===== config.mk =====
export PLATFORM = sky130hd
export DESIGN_NAME = bcd_conv_ctrl
export DESIGN_NICKNAME = d
export VERILOG_FILES = /design/src/rtl/bcd_conv_ctrl.sv
export SDC_FILE = /design/constraint.sdc
export NUM_CORES = 1
export LEC_CHECK = 0
export BUFFER_PORTS_ARGS = -buffer_cell sky130_fd_sc_hd__clkbuf_2
export CORE_MARGIN = 10
export CORE_UTILIZATION = 40
export CTS_CLUSTER_SIZE = 24
export DETAILED_ROUTE_END_ITERATION = 16
export PLACE_DENSITY = 0.68
export SETUP_SLACK_MARGIN = 0.02
export SLEW_MARGIN = 20
export SYNTH_ARGS = -nofsm -noshare
export SYNTH_HDL_FRONTEND = slang
export SYNTH_SLANG_ARGS = --single-unit

===== constraint.sdc =====
create_clock -name clk -period 2.3 [get_ports clk]
set_input_delay 0.345 -clock clk [delete_from_list [all_inputs] [get_ports clk]]
set_output_delay 0.345 -clock clk [all_outputs]
set_load 0.01 [all_outputs]

===== src/rtl/bcd_conv_ctrl.sv =====
// Sequencer for the serial BCD-to-binary converter: accepts a packed BCD word, clears the
// converter, feeds digits MSD-first, then holds the result. Optional macro: BCD_CTRL_DIGIT_CHECK_EN.
module bcd_conv_ctrl #(
    parameter int unsigned DIGITS = 2,
    parameter int unsigned OUT_W  = 8
) (
    input  logic                  clk,
    input  logic                  reset,
    input  logic                  in_valid,
    output logic                  in_ready,
    input  logic [4*DIGITS-1:0]   bcd_in,
    output logic                  conv_clear,
    output logic                  conv_load,
    output logic [3:0]            conv_digit,
    input  logic [OUT_W-1:0]      conv_result,
    output logic                  out_valid,
    input  logic                  out_ready,
    output logic [OUT_W-1:0]      result,
    output logic                  err
);

    localparam int unsigned CNT_W   = (DIGITS > 1) ? $clog2(DIGITS) : 1;
    localparam int unsigned SHIFT_W = 4 * DIGITS;

    typedef enum logic [2:0] {
        StIdle,
        StClear,
        StFeed,
        StWait,
        StDone
    } state_e;

    state_e               state_q, state_d;
    logic [SHIFT_W-1:0]   shift_q, shift_d;
    logic [CNT_W-1:0]     cnt_q, cnt_d;
    logic [OUT_W-1:0]     result_q, result_d;
    logic                 err_q, err_d;
    logic                 accept;
    logic                 last_digit;
    logic                 bad_digit;

    assign accept     = in_valid & in_ready;
    assign last_digit = (cnt_q == CNT_W'(DIGITS - 1));

`ifdef BCD_CTRL_DIGIT_CHECK_EN
    always_comb begin
        bad_digit = 1'b0;
        for (int i = 0; i < int'(DIGITS); i++) begin
            if (bcd_in[4*i +: 4] > 4'd9) begin
                bad_digit = 1'b1;
            end
        end
    end
`else
    assign bad_digit = 1'b0;
`endif

    always_ff @(posedge clk or negedge reset) begin
        if (!reset) begin
            state_q <= StIdle;
        end else begin
            state_q <= state_d;
        end
    end

    always_comb begin
        state_d = state_q;
        unique case (state_q)
            StIdle: begin
                if (accept) begin
                    state_d = bad_digit ? StDone : StClear;
                end
            end
            StClear: state_d = StFeed;
            StFeed: begin
                if (last_digit) begin
                    state_d = StWait;
                end
            end
            StWait: state_d = StDone;
            StDone: begin
                if (out_ready) begin
                    state_d = StIdle;
                end
            end
            default: state_d = StIdle;
        endcase
    end

    always_comb begin
        shift_d  = shift_q;
        cnt_d    = cnt_q;
        result_d = result_q;
        err_d    = err_q;
        case (state_q)
            StIdle: begin
                if (accept) begin
                    shift_d = bcd_in;
                    // A rejected word reports immediately with a zero result.
                    if (bad_digit) begin
                        result_d = '0;
                        err_d    = 1'b1;
                    end
                end
            end
            StClear: cnt_d = '0;
            StFeed: begin
                shift_d = shift_q << 4;
                cnt_d   = cnt_q + CNT_W'(1);
            end
            StWait: begin
                result_d = conv_result;
                err_d    = 1'b0;
            end
            default: ;
        endcase
    end

    always_ff @(posedge clk or negedge reset) begin
        if (!reset) begin
            shift_q  <= '0;
            cnt_q    <= '0;
            result_q <= '0;
            err_q    <= 1'b0;
        end else begin
            shift_q  <= shift_d;
            cnt_q    <= cnt_d;
            result_q <= result_d;
            err_q    <= err_d;
        end
    end

    always_comb begin
        // Held low while reset is asserted even though the state is already idle.
        in_ready   = (state_q == StIdle) && reset;
        conv_clear = (state_q == StClear);
        conv_load  = (state_q == StFeed);
        conv_digit = conv_load ? shift_q[SHIFT_W-1 -: 4] : 4'd0;
        out_valid  = (state_q == StDone);
        result     = result_q;
        err        = err_q;
    end

endmodule


==> flow_metrics.py <==
metrics = {
    "status": {
        "outcome": "finished clean",
    },
    "global_routing": {
        "grt_max_degree": 17,
        "grt_use_met3_pct": 5.79,
        "grt_first_pass_wirelength_mm": 3.51,
        "met2_usage_pct": 15.6,
        "grt_usage_pct": 9.79,
        "use_met1_pct": 10.7,
        "top_usage_layer": "met2",
        "grt_pass1_vias": 789,
        "overflow": 0,
        "grt_antenna_before_repair": 0,
    },
    "cells_and_area": {
        "fin_util_pct": 52.0,
        "nFillCells": 219,
        "fin_cells": 142,
        "n_antenna_cell": 0,
        "nNetsFinal": 135,
        "drive_gt1_share_pct": 45.6,
        "syn_to_final_growth_pct": 24.8,
    },
    "logic_synthesis": {
        "yosys.area_share.simple_pct": 19.2,
        "synth_seq_cells": 20,
        "synth_cells": 77,
        "synth_compound_area_share_pct": 8.50,
        "synth_most_common_cell": "dfrtp_1",
        "netlist.area_leader.share_pct": 54.9,
        "avgSynthCellArea_sq_um": 11.8,
        "synth_area_sq_um": 912,
        "synth_ff_type": "dfrtp_1",
        "synth_fa_ha_area_share_pct": 0,
        "synth_top_family_by_area": "simple AND/OR/NAND/NOR gates",
        "synthXorXnorAreaFrac_pct": 0,
        "synthMuxAreaShare_pct": 11.0,
        "synth_fp_nets": 97,
        "synth_cell_types": 25,
        "ys_top_cells_by_area": "dfrtp_1, mux2_2, o221a_1",
        "yosys_warnings": 0,
        "ys_seq_area_share_pct": 54.9,
        "synth_edf_count": 0,
        "synth_common_cells": "dfrtp_1, mux2_2, nand2_1",
        "yosysTopAreaCell": "dfrtp_1",
        "ys_async_sr_fraction_pct": 100,
    },
    "setup_path": {
        "crit_type": "in -> out",
        "timing.rr.end": "shift_q[5]$_DFFE_PN0P_",
        "arrival_ps": 1700,
        "critPathRequiredTime_ps": 1960,
        "rr_startpoint": "state_q[0]$_DFFE_PN0P_",
        "r2r_cells": 3,
        "critPathMaxFanout": 8,
        "end_kind": "primary output",
        "startpoint_type": "input pin",
        "reg2reg_slack_ps": 830,
    },
    "placement": {
        "dp_slack_ps": 558,
        "portBuffers": 35,
        "place_congestion": 0.818,
        "dp.cells": 137,
    },
    "floorplanning": {
        "top_level_ports": 37,
        "core_area_sq_um": 2190,
        "start_util_pct": 41.6,
        "die_h_microns": 67.8,
        "chipWidth_microns": 67.8,
        "die_area_sq_um": 4590,
        "rows": 17,
    },
    "job": {
        "max-cap-violations": 0,
    },
    "detailed_routing": {
        "drc": 0,
        "detail_route.wl_per_cell_microns": 14.1,
        "ant_nets": 0,
        "wl_mm": 2.01,
        "drt_iter0_markers": 31,
        "dr.pass1.iters": 3,
        "viasPerCell": 4.83,
        "detailroute.via_count": 686,
    },
    "hold_path": {
        "hold_start": "out_ready",
        "min_path_type": "in -> reg",
        "hold_depth": 2,
        "min_to": "state_q[2]$_DFFE_PN0P_",
    },
    "timing": {
        "worst_hold_slack_ps": 222,
        "worst_slew_pin_slew_ps": 509,
        "maxSlewHeadroom_pct": 65.8,
        "max_freq_ghz": 0.488,
        "fin_crit_sh_pct": 89.1,
        "layout_setup_ws_ps": 251,
        "maxSlewViolCount": 0,
        "setup_viol": 0,
        "rsz0062_at_grt": "no",
        "finalHoldViolations": 0,
        "post-route-min-period_ps": 2050,
        "skew_ps": 1.63,
        "finalSetupTns_ps": 0,
    },
    "clock_network": {
        "cts_resized": 0,
        "ctsRootBufferMaster": "clkbuf_4",
        "path_clk_slew_ps": 110,
        "numClockSinks": 20,
        "cts_made_buffers": 3,
        "clk_latency_ps": 290,
        "cts_buffer_depth": 2,
        "h-tree-depth": 1,
        "cts_tree": "built",
    },
    "power": {
        "powerDensity_nw_per_um2": 1290,
        "cellLeakagePower_nw": 0.571,
        "vdd_drop_max_mv": 0.668,
    },
}
[layer usage]
layer | wire [microns] | vias up
met5 | 0 | -
met4 | 6 | 0
met3 | 280 | 2
met2 | 888 | 28
met1 | 830 | 316
li1 | - | 340
[layout make-up]
cell class              count  area [sq um]  share of cell area [%]
clock buffers               4          36.3                    3.19
inverters                   4          17.5                    1.54
multi-input cells          49           357                    31.3
flip-flops and latches     20           500                    44.0
well taps                  28          35.0                    3.08
repair buffers             37           193                    16.9
[cell families (layout without fill, tap and decap cells)]
kind of cell,count (synthesis),count (layout)
AOI/OAI and AO/OA,11,11
muxes,9,9
DFF,20,20
and+or+nand+nor,28,28
buffers and inverters,8,45
other,1,1
[registers in the layout, indices dropped and copies added, names as in the netlist]
signal,cells
result,8
state_q,3
shift_q,8
cnt_q,1
[critical path, stage by stage]
cell and delay [ps]:
dlygate4sd3_1 520, clkbuf_2 210, nor4b_4 410, clkbuf_2 220
[what timing repair did]
item,4_1_cts,5_1_grt
hold buffers,1,0
endpoints found under the hold margin,5,0
buffers inserted,0,0
endpoints found under the setup margin,0,0
[cell usage in the layout (no fill, tap or decap), types with 2 or more instances in the layout]
| master | instances |
|---|---|
| o21ai_0 | 5 |
| nand2_1 | 6 |
| inv_1 | 3 |
| dfrtp_1 | 20 |
| o221a_1 | 3 |
| nor2_1 | 2 |
| and2_1 | 4 |
| nand2b_1 | 3 |
| nand3_1 | 4 |
| a21oi_1 | 2 |
| clkbuf_4 | 3 |
| clkbuf_2 | 35 |
| mux2_2 | 8 |
| nor3_1 | 2 |
[how the worst max path moves through the flow]
stage	end	slack, ps	depth (start not counted)	from
final	in_ready	250	4	reset
after detailed placement	conv_digit[2]	560	4	state_q[1]$_DFFE_PN0P_
after global placement	conv_digit[2]	620	4	state_q[1]$_DFFE_PN0P_
after CTS	conv_digit[2]	220	4	state_q[1]$_DFFE_PN0P_
after floorplan	conv_digit[0]	700	5	state_q[0]$_DFFE_PN0P_
after global routing	conv_digit[1]	100	4	state_q[1]$_DFFE_PN0P_
[power breakdown]
part	leakage, nW	switching [mW]	total (mW)	internal, mW
Clock	0.0210	0.102	0.199	0.0964
Combinational	0.305	0.313	0.629	0.317
Sequential	0.245	0.113	0.636	0.523
[stage by stage]
stage	cell area (sq um)	total power, mW
floorplan	912	1.09
global placement	1090	1.27
detailed placement	1090	1.29
CTS	1140	1.50
global route	1140	1.61
finish	1140	1.46
No activity file was read; power rests on OpenSTA's default activity.
